### config.mk
export PLATFORM = sky130hd
export DESIGN_NAME = dma_bus_arbiter
export DESIGN_NICKNAME = d
export VERILOG_FILES = /design/src/rtl/dma_bus_arbiter.sv
export SDC_FILE = /design/constraint.sdc
export NUM_CORES = 1
export LEC_CHECK = 0
export CAP_MARGIN = 20
export CORE_ASPECT_RATIO = 0.5
export CORE_UTILIZATION = 41
export DETAILED_ROUTE_END_ITERATION = 8
export DONT_BUFFER_PORTS = 1
export PLACE_DENSITY_LB_ADDON = 0.05
export RECOVER_POWER = 100
export SLEW_MARGIN = 10
export SYNTH_ARGS = -nofsm -noshare
export SYNTH_HDL_FRONTEND = slang
export SYNTH_SLANG_ARGS = --single-unit
export TNS_END_PERCENT = 30
### constraint.sdc
create_clock -name clk -period 5.84 [get_ports clk]
set_clock_uncertainty 0.2 [all_clocks]
set_input_delay 0.876 -clock clk [delete_from_list [all_inputs] [get_ports clk]]
set_output_delay 0.876 -clock clk [all_outputs]
set_load 0.05 [all_outputs]
### src/rtl/dma_bus_arbiter.sv
// Bus arbiter between cpu6502 and a block-copy DMA engine: holds the CPU via ready,
// waits until it is frozen on a read, then runs read/write byte pairs and releases the bus.
module dma_bus_arbiter #(
    parameter int LEN_W     = 8,
    parameter bit DST_FIXED = 1'b0
) (
    input  logic             clk,
    input  logic             reset,
    input  logic [15:0]      cpu_address,
    input  logic             cpu_write,
    input  logic [7:0]       cpu_data_o,
    output logic             cpu_ready,
    output logic [7:0]       cpu_data_i,
    output logic [15:0]      mem_address,
    output logic             mem_write,
    output logic [7:0]       mem_wdata,
    input  logic [7:0]       mem_rdata,
    input  logic             dma_req,
    input  logic [15:0]      dma_src,
    input  logic [15:0]      dma_dst,
    input  logic [LEN_W-1:0] dma_len,
    output logic             dma_busy,
    output logic             dma_done
);

    typedef enum logic [2:0] {
        IDLE,
        STALL,
        READ,
        WRITE,
        RELEASE
    } state_t;

    state_t           state;
    logic [15:0]      src_ptr;
    logic [15:0]      dst_ptr;
    logic [LEN_W-1:0] cnt;
    logic [7:0]       data_buf;

    // NOTE: every register here is assigned with <= so all updates see pre-edge values.
    always_ff @(posedge clk) begin
        if (reset) begin
            state     <= IDLE;
            cpu_ready <= 1'b1;
            dma_busy  <= 1'b0;
            dma_done  <= 1'b0;
            src_ptr   <= '0;
            dst_ptr   <= '0;
            cnt       <= '0;
            data_buf  <= '0;
        end else begin
            dma_done <= 1'b0;
            case (state)
                IDLE: begin
                    if (dma_req) begin
                        src_ptr   <= dma_src;
                        dst_ptr   <= dma_dst;
                        cnt       <= dma_len;
                        state     <= STALL;
                        cpu_ready <= 1'b0;
                        dma_busy  <= 1'b1;
                    end
                end
                STALL: begin
                    // The CPU only honours ready on reads; a write cycle means it is still running.
                    if (!cpu_write) state <= READ;
                end
                READ: begin
                    data_buf <= mem_rdata;
                    state    <= WRITE;
                end
                WRITE: begin
                    src_ptr <= src_ptr + 16'd1;
                    if (!DST_FIXED) dst_ptr <= dst_ptr + 16'd1;
                    cnt <= cnt - LEN_W'(1);
                    if (cnt == LEN_W'(1)) begin
                        state    <= RELEASE;
                        dma_done <= 1'b1;
                    end else begin
                        state <= READ;
                    end
                end
                RELEASE: begin
                    state     <= IDLE;
                    cpu_ready <= 1'b1;
                    dma_busy  <= 1'b0;
                end
                default: state <= IDLE;
            endcase
        end
    end

    // NOTE: every output gets a default first so no path through the case infers a latch.
    always_comb begin
        mem_address = cpu_address;
        mem_write   = cpu_write;
        mem_wdata   = cpu_data_o;
        case (state)
            READ: begin
                mem_address = src_ptr;
                mem_write   = 1'b0;
            end
            WRITE: begin
                mem_address = dst_ptr;
                // A reset landing on a WRITE cycle abandons the transfer before that byte lands.
                mem_write   = !reset;
                mem_wdata   = data_buf;
            end
            default: ;
        endcase
    end

    assign cpu_data_i = mem_rdata;

endmodule

[Word-level counts from Yosys, hierarchy flattened]
Index checks and enable logic that the tools add are counted.
Operators by class
  mux-type cells: 18
  multiply operators: 0
  reductions and logical operators: 8
  div/mod/pow operators: 0
  shift operators: 0
  magnitude comparators: 0
  equality and inequality tests: 7
  $add $sub $neg: 3
  bitwise logic cells: 1
Operators by type and width (count)
  $pmux 16 s2: 3
  $add 16x1->16 const B: 2
  $mux 16: 2
  $mux 8: 2
  $pmux 8 s2: 1
  $pmux 3 s4: 1
  $mux 3: 3
  $eq 8x1->1 const B: 1
  $sub 8x1->8 const B: 1
  $eq 3x2->1 const B: 2
  $pmux 1 s2: 3
  $reduce_and 2->1: 3
  $ne 2x2->1 const B: 2
  $reduce_bool 2->1: 2
  $eq 3x1->1 const B: 1
  $eq 3x3->1 const B: 1
  $logic_not 3->1: 1
  $mux 1: 3
  $reduce_or 2->1: 1
  $logic_not 1->1: 1
  $not 1->1: 1
Word-level totals
  flip-flop bits (word level): 54
  memories kept: 0
  logic and storage cells: 45
  latch bits: 0
  memory bits (writable): 0
  bits in read-only memories: 0
  output and inout port bits: 36
  input bits: 76

[Longest topological paths before layout]
  word-level depth: 3
  gate-level depth with buffers: 8
  depth with buffers taken out: 6

[Least setup slack after synthesis]
No wires, ideal clock.
  path type: reg2out
  start point: reg state[0]
  end point: out mem_address[10]
  path slack: 2.508 ns
  path buffers: 2
  arrival time: 2.256 ns
  data required time: 4.764 ns
  cell stages (with the launch flop): 5
  cells stage by stage: dfxtp_1 > buf_2 > buf_1 > mux2i_1 > o21ai_0
On the way
  word-level cells in the longest chain between the ends: 2
  elaborated cells between the ends (all ways): 3
  those cells by class: eq/ne: 2; mux: 1
RTL lines
  start: declaration: RTL line 34  | state_t state;
  start signal: assignment: RTL line 43  | state <= IDLE;
  start signal: assignment: RTL line 59  | state <= STALL;
  start signal: assignment: RTL line 66  | if (!cpu_write) state <= READ;
  $eq 3x2->1: RTL line 98  | case (state)
  $pmux 16 s2 (*): RTL line 98
  end: declaration: RTL line 14  | output logic [15:0] mem_address,
Every way passes the cells marked *; elsewhere a longest branch is shown, timed or not.

[Worst setup path after layout]
  start point: reg state[0]
  end point: out mem_address[7]
Same word-level chain as after synthesis.

==> results list <==
- Fraction of layout instances using a drive strength above 1: between 4 and 5%
- Critical Path Start Type: flop
* Ordered list of cells on the worst path: mux2i_1 -> o21ai_0
* Commonest cells after routing, fill and taps aside: 80 x sky130_fd_sc_hd__nand2_1, 54 x sky130_fd_sc_hd__dfxtp_1, 41 x sky130_fd_sc_hd__nor2_1, 37 x sky130_fd_sc_hd__a21oi_1, 35 x sky130_fd_sc_hd__o21ai_0
- The net count of the finished layout is 496.
- Clock slew at the register clock pins of the worst setup and hold paths: ~0.070 ns
- Count of flip-flops with a built-in enable after synthesis: 0
- The root buffer cell chosen for the clock tree is sky130_fd_sc_hd__clkbuf_16.
- Flop-to-flop setup slack: approximately 1.7 ns
- CTS built an H-tree with a depth of 2.
* Hold buffer count at cts: 0
- For this run, the number of Yosys warnings is 0.
- Final Hold Vio Count: 0
* Netlist cell types: 56
- Max FO, Critical Path: 39
* Run status: finished, violations left
- Counting tap cells, the placed design contains a total of roughly 520 instances.
- Synthesis produced a netlist whose cell count is approximately 440.
* Reg-to-reg critical path endpoint: dst_ptr[5]$_SDFFE_PP0P_
* Netlist Area Pre-Place: ~3200 sq um
- Detailed placement finished with a half-perimeter wire length of 6.79 mm.
- The placed instances occupy a cell area of roughly 3200 sq um.
- Register bit count reported by yosys: 54
- Required time at the worst-slack endpoint: approximately 4.8 ns
- Detailed Route Iter0 Violations: 197
* Delay of the slowest cell on the worst path: 1.48 ns
- Max-capacitance violation count: 17
* Worst Hold Path EP: data_buf[1]$_SDFFE_PP0N_
* Number of buffers added by the clock tree synthesis step: 5
- The number of antenna diodes in the final layout is 0.
- Placer congestion estimate: 0.795
- Post-CTS repair timing setup buffer count: 0
- Maximum root-to-sink buffer count: 2
* Highest-delay cell along the critical path: sky130_fd_sc_hd__dfxtp_1
* Period minus WS final: 4.38 ns
- The worst register-to-register path has a depth of 6.
- Once the floorplan was initialized, standard cells occupied between 40% and 50% of the core.
- Entering global routing, the biggest net connects 56 pins.
* Die Span X: ~130 um
- For this block, the via count after detailed routing is about 3200.
- Count of antenna-violating nets left after detailed routing: 0
- VDD sags by at most between 0.1 and 0.15 mV.
* Leakage power summed over all cells: 1.22 nW
* DR pass1 iterations: 4
* Share of synthesized flip-flops with an asynchronous set or reset: 0%
* Final number of max-transition violations: 44
- Cell count of the worst hold path: 2
- Power density cells: between 200 and 300 nW/um^2
- The first global-routing pass estimated between 15 and 20 mm of wire.
- Using the TritonRoute via totals, the vias-per-cell ratio works out to a little over 6.
- Synthesis produced a netlist with a net count of roughly 520.
* Sum Neg Setup Slack: 0 ns
- Main flop type after synthesis: sky130_fd_sc_hd__dfxtp_1
- Hold path startpoint: data_buf[1]$_SDFFE_PP0N_
- Fmax achieved: between 200 and 250 MHz
- At the end of the flow the core is filled with cells to a little under half.
- The finished cells cover 3370 sq um.
- At the pin with the least slew margin, the transition time is between 1.5 and 2 ns.
* Reg2reg start: state[0]$_SDFFE_PP0P_
* Violated checks: max-capacitance violations, max-slew violations
* Number of antenna violations at the first check in global routing: 0
- Post-detailed-route wirelength per cell: about 18 um
- The die covers between 8000 and 9000 sq um.
- Share of the clock period used by the worst path after layout: approximately 75%
- Number of global-route vias before repair: approximately 3000
* Final Setup Violations: 0
- Drc violations: 0
- Unrepaired setup endpoints after global routing: false
- Count of non-filler cells in the finished layout: between 500 and 600
* Worst slew slack as a fraction of its limit: -15.2%
- A synthesized cell averages about 7.3 sq um.
- Summed over all layers, the routed wires come to around 9.5 mm.
- Most frequent standard cell in the layout excluding fill and tap cells: sky130_fd_sc_hd__nand2_1
- Synth-to-Final Area Change: 3.81%
- Path class of the lowest-slack min-delay path: flop to flop
- Arrival time reported for the critical path endpoint: approximately 3.3 ns
- Number of sinks driven by the clock tree: between 50 and 60
- The region available for standard cell placement spans 7490 sq um.
- Gates resized during post-CTS repair numbered 0.
- The share of the Yosys chip area taken by registers is between 30 and 40%.
* Global routing usage summed across all routing layers: between 20% and 30%
* CTS tree: yes
- In this run the count of I/O pins placed on the die edge is 112.
- By startpoint and endpoint, the worst setup path is classified as flop to output pin.
* Die Span Y: between 60 and 70 um
- After global routing the overflow that remains totals 0.
* Worst-skew pair later-pin latency: between 0.2 and 0.3 ns
- The count of buffers added on input and output ports is 0.
* Standard-cell row count: 22
- Endpoint kind of the worst setup timing path: output pin
## cells in the mapped netlist, types with 3 or more instances
library cell | count | area (sq um)
sky130_fd_sc_hd__nor3_1 | 14 | 70.1
sky130_fd_sc_hd__clkbuf_1 | 24 | 90.1
sky130_fd_sc_hd__nor2_1 | 41 | 154
sky130_fd_sc_hd__mux2i_1 | 16 | 160
sky130_fd_sc_hd__dfxtp_1 | 54 | 1080
sky130_fd_sc_hd__buf_2 | 3 | 15.0
sky130_fd_sc_hd__inv_1 | 10 | 37.5
sky130_fd_sc_hd__buf_4 | 8 | 60.1
sky130_fd_sc_hd__o211ai_1 | 4 | 30.0
sky130_fd_sc_hd__nand3_1 | 15 | 75.1
sky130_fd_sc_hd__and3_1 | 6 | 37.5
sky130_fd_sc_hd__or3_1 | 4 | 25.0
sky130_fd_sc_hd__nand2_1 | 80 | 300
sky130_fd_sc_hd__a211oi_1 | 3 | 22.5
sky130_fd_sc_hd__xor2_1 | 6 | 52.6
sky130_fd_sc_hd__ha_1 | 4 | 50.1
sky130_fd_sc_hd__o21a_1 | 3 | 22.5
sky130_fd_sc_hd__a21oi_1 | 37 | 185
sky130_fd_sc_hd__nand4_1 | 7 | 43.8
sky130_fd_sc_hd__a221oi_1 | 3 | 26.3
sky130_fd_sc_hd__nor4_1 | 4 | 25.0
sky130_fd_sc_hd__o21ai_0 | 35 | 175
sky130_fd_sc_hd__a222oi_1 | 3 | 30.0
sky130_fd_sc_hd__a2111oi_0 | 3 | 26.3
sky130_fd_sc_hd__o22ai_1 | 7 | 43.8
sky130_fd_sc_hd__a31oi_1 | 9 | 56.3
## cell type report
type	count	area (sq um)
Clock buffer	7	143
Clock inverter	1	5.00
Fill cell	837	4110
Inverter	10	37.5
Multi-Input combinational cell	341	1950
Sequential cell	54	1080
Tap cell	108	135
Timing Repair Buffer	4	22.5
## sequential cells by signal, summed over array words and instances, names as in the netlist
signal,cells
cnt,8
cpu_ready,1
data_buf,8
dma_busy,1
dma_done,1
dst_ptr,16
src_ptr,16
state,3
## metal layers
layer	track usage (%)	vias up	share of wire, %
li1	-	1538	-
met1	31.2	1498	48
met2	38.9	119	44
met3	5.78	12	7.1
met4	5.44	0	1.1
met5	0	-	0
## power breakdown
group          internal [mW]  switching [mW]
Sequential             0.398          0.0528
Combinational         0.0629           0.132
Clock                  0.171           0.135
Total                  0.632           0.320
## cells by family (layout without fill, tap and decap cells)
| logic type | after synthesis | count (layout) | synth area share (%) |
|---|---|---|---|
| XOR/XNOR | 7 | 7 | 1.89 |
| multiplexers | 18 | 18 | 5.62 |
| AO/OA/AOI/OAI | 124 | 124 | 23.6 |
| flip-flops | 54 | 54 | 33.3 |
| buffers and inverters | 48 | 22 | 6.82 |
| adder cells (fa/ha/maj) | 4 | 4 | 1.54 |
| AND/OR/NAND/NOR | 188 | 188 | 27.3 |
## through the flow
step | setup WS, ns | power (mW) | hold slack, ns
after floorplan | 2.51 | 0.631 | 0.254
after global placement | 2.54 | 0.650 | 0.258
after detailed placement | 2.45 | 0.656 | 0.264
after CTS | 2.12 | 0.964 | 0.274
after global routing | 1.31 | 1.00 | 0.293
final | 1.46 | 0.951 | 0.273
## how the worst max path moves through the flow
stage                                     start              end  slack, ns
final                     state[0]$_SDFFE_PP0P_   mem_address[7]       1.46
after global routing      state[0]$_SDFFE_PP0P_   mem_address[7]       1.31
after CTS                 state[2]$_SDFFE_PP0P_  mem_address[14]       2.12
after detailed placement  state[2]$_SDFFE_PP0P_  mem_address[14]       2.45
after global placement    state[2]$_SDFFE_PP0P_   mem_address[9]       2.54
after floorplan           state[0]$_SDFFE_PP0P_  mem_address[10]       2.51
## worst max-delay path: cells and delay by family, from the launching register on
family	cells	cell delay, ns
muxes	1	0.31
AOI/OAI and AO/OA	1	1.21
DFF	1	1.48
(Power assumes the default switching activity.)
